## src/rtl/mac_window_sequencer.sv

```systemverilog
// Operand sequencer for the approximate MAC: takes one 3x3 window per handshake,
// feeds nine pixel/weight pairs, and returns the captured accumulator sum.
module mac_window_sequencer #(
    parameter int unsigned DATA_W = 8,
    parameter int unsigned TAPS   = 9,
    parameter int unsigned ACC_W  = 32
) (
    input  logic                   clk,
    input  logic                   reset,
    input  logic                   k_wr_en,
    input  logic [3:0]             k_wr_addr,
    input  logic [DATA_W-1:0]      k_wr_data,
    input  logic                   win_valid,
    output logic                   win_ready,
    input  logic [TAPS*DATA_W-1:0] win_data,
    output logic [DATA_W-1:0]      mac_activation,
    output logic [DATA_W-1:0]      mac_weight,
    output logic                   mac_clear,
    input  logic [ACC_W-1:0]       mac_result,
    output logic                   res_valid,
    input  logic                   res_ready,
    output logic [ACC_W-1:0]       res_data,
    output logic                   busy
);

    localparam int unsigned IDX_W = 4;

    typedef enum logic [2:0] {IDLE, CLEAR, FEED, DRAIN, OUT} state_t;

    state_t            state;
    state_t            state_next;
    logic [IDX_W-1:0]  idx;
    logic [IDX_W-1:0]  idx_next;
    logic [DATA_W-1:0] kernel [TAPS];
    logic [DATA_W-1:0] window [TAPS];
    logic [DATA_W-1:0] act_next;
    logic [DATA_W-1:0] wt_next;
    logic              clear_next;
    logic              accept_c;
    logic              kwrite_c;

    assign accept_c = (state == IDLE) && win_valid;
    assign kwrite_c = k_wr_en && (state == IDLE) && (k_wr_addr < IDX_W'(TAPS));

    always_ff @(posedge clk or posedge reset) begin
        if (reset) begin
            state <= IDLE;
            idx   <= '0;
        end else begin
            state <= state_next;
            idx   <= idx_next;
        end
    end

    // Outputs are decoded from the next state so every operand/strobe is a flop.
    always_comb begin
        state_next = state;
        idx_next   = idx;
        act_next   = '0;
        wt_next    = '0;
        clear_next = 1'b0;
        case (state)
            IDLE:    if (win_valid) state_next = CLEAR;
            CLEAR: begin
                state_next = FEED;
                idx_next   = '0;
            end
            FEED: begin
                if (idx == IDX_W'(TAPS - 1)) state_next = DRAIN;
                else                         idx_next   = idx + 1'b1;
            end
            DRAIN:   state_next = OUT;
            OUT:     if (res_ready) state_next = IDLE;
            default: state_next = IDLE;
        endcase
        case (state_next)
            CLEAR: clear_next = 1'b1;
            FEED: begin
                act_next = window[idx_next];
                wt_next  = kernel[idx_next];
            end
            default: ;
        endcase
    end

    always_ff @(posedge clk or posedge reset) begin
        if (reset) begin
            for (int unsigned i = 0; i < TAPS; i++) kernel[i] <= '0;
        end else if (kwrite_c) begin
            kernel[k_wr_addr] <= k_wr_data;
        end
    end

    always_ff @(posedge clk or posedge reset) begin
        if (reset) begin
            for (int unsigned i = 0; i < TAPS; i++) window[i] <= '0;
        end else if (accept_c) begin
            for (int unsigned i = 0; i < TAPS; i++) window[i] <= win_data[DATA_W*i +: DATA_W];
        end
    end

    always_ff @(posedge clk or posedge reset) begin
        if (reset) begin
            win_ready      <= 1'b0;
            busy           <= 1'b0;
            res_valid      <= 1'b0;
            mac_clear      <= 1'b0;
            mac_activation <= '0;
            mac_weight     <= '0;
            res_data       <= '0;
        end else begin
            win_ready      <= (state_next == IDLE);
            busy           <= (state_next != IDLE);
            res_valid      <= (state_next == OUT);
            mac_clear      <= clear_next;
            mac_activation <= act_next;
            mac_weight     <= wt_next;
            // Accumulator holds the full sum during DRAIN.
            if (state == DRAIN) res_data <= mac_result;
        end
    end

endmodule

```

## config.mk

```make
export PLATFORM = sky130hd
export DESIGN_NAME = mac_window_sequencer
export DESIGN_NICKNAME = d
export VERILOG_FILES = /design/src/rtl/mac_window_sequencer.sv
export SDC_FILE = /design/constraint.sdc
export NUM_CORES = 1
export LEC_CHECK = 0
export ABC_AREA = 0
export CAP_MARGIN = 20
export CORE_MARGIN = 4
export CORE_UTILIZATION = 45
export CTS_BUF_LIST = sky130_fd_sc_hd__clkbuf_16
export DETAILED_ROUTE_END_ITERATION = 10
export HOLD_SLACK_MARGIN = 0.12
export PLACE_DENSITY = 0.67
export SYNTH_ARGS = -nofsm -noshare
export SYNTH_HDL_FRONTEND = slang
export SYNTH_SLANG_ARGS = --single-unit
```

## constraint.sdc

```tcl
create_clock -name clk -period 20.8 [get_ports clk]
set_input_delay 3.12 -clock clk [delete_from_list [all_inputs] [get_ports clk]]
set_output_delay 3.12 -clock clk [all_outputs]
set_load 0.01 [all_outputs]
```

**After elaboration in Yosys (flattened, before gate mapping)**

Cells that the tools add are included.
Widths: inputs -> output; s select.

- Register bits after elaboration: 203
- Latch bits: 0
- Memory bits (writable): 0
- Memory bits (read-only): 0
- Input port bits: 121
- Output and inout bits: 52
- Word-level logic and storage cells: 67
- Memories kept: 0

- Add/sub/neg operators: 1
- Multiply operators: 0
- Divide/modulo/power cells: 0
- $lt $le $gt $ge: 4
- Equality and inequality tests: 8
- Shift operators: 0
- Mux-type cells: 18
- Bitwise operators: 2
- Reductions and logical operators: 7

Operators by type and width:

| cell | number |
|---|---|
| $bwmux 72 | 1 |
| $bmux 8 s4 | 2 |
| $mux 8 | 7 |
| $demux 8 s4 | 1 |
| $pmux 3 s5 | 1 |
| $ge 5x5->1 const B | 2 |
| $not 4->5 | 2 |
| $eq 3x2->1 const B | 3 |
| $mux 3 | 3 |
| $pmux 4 s2 | 1 |
| $eq 3x1->1 const B | 2 |
| $eq 3x3->1 const B | 2 |
| $logic_not 3->1 | 2 |
| $lt 5x1->1 const B | 1 |
| $add 4x1->4 const B | 1 |
| $eq 4x4->1 const B | 1 |
| $logic_and 1x1->1 | 4 |
| $lt 4x4->1 const B | 1 |
| $mux 4 | 1 |
| $reduce_bool 3->1 | 1 |
| $mux 1 | 1 |

**Depth between registers and ports, before layout**

- Word-level depth: 8
- Gate-level depth with buffers: 11
- Mapped depth without buffers: 9

**Worst setup path before layout**

OpenSTA, ideal clock, no wires.

- Path type: input to register
- Start: input port k_wr_addr[1]
- End: register kernel[0] (netlist bit)
- Library setup time: 0.125 ns
- Arrival time: 4.370 ns
- Data required time: 20.675 ns
- Slack: 16.305 ns
- Cell stages on the path: 3
- Path buffers: 0
- Cells stage by stage: nand3b_1 -> nor4b_2 -> mux2_2

- Longest elaborated chain between the ends: 6
- Elaborated cells on any way between the ends: 9
- Those cells by class: order compare: 3; mux: 3; bitwise: 1; reduce/logical: 2

RTL lines:

| item | line | source |
|---|---|---|
| from (decl) | 11 | `input logic [3:0] k_wr_addr,` |
| $not 4->5 (implied by the code) | 90 | `kernel[k_wr_addr] <= k_wr_data;` |
| $ge 5x5->1 (implied by the code) / $lt 5x1->1 (equally long branches) | 90 |  |
| $logic_and 1x1->1 (implied by the code) | 90 |  |
| $mux 8 (implied by the code) | 90 |  |
| $demux 8 s4 | 90 |  |
| $bwmux 72 | 90 |  |
| to (signal, indexed assignment) | 90 |  |
| to (decl) | 34 | `logic [DATA_W-1:0] kernel [TAPS];` |

Parallel ways exist; a longest one is shown, timed or not.
A chain may end at the register's enable or synchronous reset.

**Worst setup path after layout**

- Start: input port k_wr_addr[2]
- End: register kernel[39] (netlist bit)

Same word-level chain as after synthesis.

==> summary.md <==
| Metric | Value |
|---|---|
| Wire length on met3 | around 950 um |
| Cells after Synth | between 600 and 700 |
| IO Port Bufs | around 170 |
| Post-Route M1 WL | a little under 9000 um |
| Ports | around 170 |
| Max_slew headroom | 0.2795 |
| Post CTS Setup Buffer Count | 0 |
| Initial Utilization | 0.4644 |
| Simple-gate share of the synthesized area | 0.06488 |
| Total gr overflow | 0 |
| Initial antenna violation count | 1 |
| Leak | approximately 0.0050 uW |
| RSZ-0062 raised after global routing | no |
| Least-Margin Pin Slew | between 1 and 1.5 ns |
| Main combinational cell family by area after synthesis | multiplexers |
| Post-Synth Adder-Cell Area | 0.002833 |
| Power density over the cells | between 150 and 200 mW/mm^2 |
| Register bit total from synthesis | just over 200 |
| Final Wtd Congestion | 0.8657 |
| Post-Place Setup Slack | around 16 ns |
| Die W | between 100 and 150 um |
| Status | finished clean |
| Core area | between 0.015 and 0.02 sq mm |
| WS Path Type | in2reg |
| Xor/xnor share of the synthesized area | 0 |
| Final setup vio count | 0 |
| Peak Freq | about 0.21 GHz |
| Drt drc | 0 |
| Max-Cap Viols | 0 |
| Area leader, netlist | dfrtp_1 |
| Reg clk slew, reported paths | 0.06 ns |
| Count leader, synth | dfrtp_1 |
| # clock sinks | around 200 |
| Yosys top cell area share | 0.5752 |
| CTS tree | yes |
| # rows | 50 |
| Crit end category | flop |
| Die height | between 100 and 150 um |
| Initial drt markers | approximately 350 |
| Mean Syn Cell Area | ~14 sq um |
| TNS Setup | 0 ns |
| Total CTS buffers | 22 |
| Worst skew pair latency | 0.49 ns |
| Vias in the first global route | about 6300 |
| CP required | around 21 ns |
| Final Critical Period | 4.717 ns |
| Netlist Area Pre-Place | 0.008832 sq mm |
| Placed inst area | ~0.011 sq mm |
| Post-route ant nets | 0 |
| Leading cell types by count after synthesis | dfrtp_1, mux2_2, mux2i_1 |
| Design area | 0.01141 sq mm |
| Tot GR Track Use | 0.1878 |
| Worst-path fanout max | 8 |
| Clk buf depth | 3 |
| Post-synthesis sequential area ratio | 0.5752 |
| WL per Instance | between 15 and 20 um |
| Cells on worst reg2reg path | 9 |
| Clk root buf | clkbuf_16 |
| Final period utilization | 0.2268 |
| First-pass GRT wire length | around 33000 um |
| Vias post-DR | between 5000 and 6000 |
| Area fraction in compound gates after synthesis | 0.04462 |
| CP arrival | about 5.1 ns |
| Worst clock skew | between 0.007 and 0.008 ns |
| Final worst setup slack | 16.08 ns |
| DRT Pass-1 Iters | 4 |
| Synth cell types | a little under 50 |
| CTS Hold Buffers Added | 0 |
| Total number of yosys warnings | 0 |
| Hold path depth | 1 |
| Die area | approximately 0.022 sq mm |
| Top_reg_cell synth | dfrtp_1 |
| Count of final hold-check violations | 0 |
| Fillers | about 1500 |
| Number of synthesized flops with an enable pin | 0 |
| Mux cell area share after synthesis | 0.2901 |
| Area Overhead vs Synth | 29.22% |
| IR drop worst, VDD | approximately 0.086 mV |
| Class of the most critical hold timing path | reg2reg |
| Via density | between 5 and 6 |
| Startpoint Class | primary input |
| Syn_nets | between 700 and 800 |
| Final #Nets | 926 |
| Worst setup path startpoint | k_wr_addr[2] |
| Slew Limit Fails | 0 |
| Layout cells sized above 1 | 0.2763 |
| Overall power | ~1800 uW |
| Pin count of the biggest net entering global routing | ~130 |
| Worst r2r src | idx[0] |
| Top sig layer | met4 |
| Async SR Flop Fraction | 1.000 |
| Drt total wl | 20790 um |
| Largest cells by area after synthesis | dfrtp_1, mux2_2, mux2i_1 |
| H-tree Lvls | 1 |
| Met2 WL | approximately 11000 um |
| Worst hold start | kernel[20] |
| CTS resizes | 0 |
| DP HPWL | ~14000 um |
sequential cells by signal, indices dropped and copies added (netlist names), 3 cells and up:
name / count
mac_activation: 8
res_data: 32
idx: 4
state: 3
window: 72
kernel: 72
mac_weight: 8
per-stage QoR:
step / hold WS (ns) / cells / util
after global routing: 0.5115 / 1079 / 0.6001
after global placement: 0.4791 / 1039 / 0.5661
final: 0.4961 / 1079 / 0.6001
after CTS: 0.4984 / 1078 / 0.6000
after floorplan: 0.4706 / 633 / -
after detailed placement: 0.4851 / 1039 / 0.5661
critical path: stages:
cell and delay, ns:
clkdlybuf4s50_1 0.55, nor2b_1 0.26, nor3b_2 0.72, mux2_2 0.42
worst paths after layout:
kind	to	slack, ns
worst max-delay path	kernel[39]	16.08
worst min-delay path	kernel[20]	0.50
worst max register to register	mac_weight[2]	17.05
min in group asynchronous	res_data[3]	3.20
worst min register to register	kernel[20]	0.50
max in group asynchronous	kernel[48]	16.20
kinds of logic after synthesis:
family                   Yosys count
AND/OR/NAND/NOR                   99
AO/OA/AOI/OAI                     56
flip-flops                       203
adder cells (fa/ha/maj)            2
multiplexers                     234
buffers and inverters             39
routing by layer:
metal	vias up	track usage
met2	128	0.3288
met1	2923	0.2470
met4	0	0.04434
li1	2642	-
met5	-	0
met3	32	0.02986
where the power goes:
part,total [uW],internal (uW),leakage (uW),switching [uW]
clock,347,199,0.000332,149
combinational,753,400,0.00222,352
sequential,691,590,0.00250,101
total,1790,1190,0.00505,602
cell usage in the layout, fill, tap and decap left out, types with 2 or more instances in the layout:
master and instances:
nand2_1 28, nand3b_1 3, dfrtp_1 203, nor3_1 18, nor3b_1 2, o21ai_0 2
buf_4 5, mux2_2 176, clkbuf_16 23, a2111oi_0 7, clkinv_2 4, nor2_1 9
mux2i_1 58, inv_1 10, nor3b_2 2, nor2b_1 2, and3_1 9, ha_1 2
o22ai_1 14, o21ai_2 2, a21o_1 3, o211ai_1 2, a22o_1 7, clkinv_1 7
and2_2 2, nand3_1 7, nand2b_1 3, clkdlybuf4s50_1 172, a21oi_1 13
area by class of cell:
class / instances / area [sq um] / share of cell area
Multi-Input combinational cell: 391 / 3565 / 0.3123
Antenna cell: 1 / 2.502 / 0.0002193
Sequential cell: 203 / 5080 / 0.4451
Clock buffer: 23 / 575.6 / 0.05043
Inverter: 8 / 37.54 / 0.003289
Timing Repair Buffer: 177 / 1759 / 0.1541
Tap cell: 260 / 325.3 / 0.02850
Clock inverter: 16 / 68.82 / 0.006029
Power figures use the tool's default switching activity.
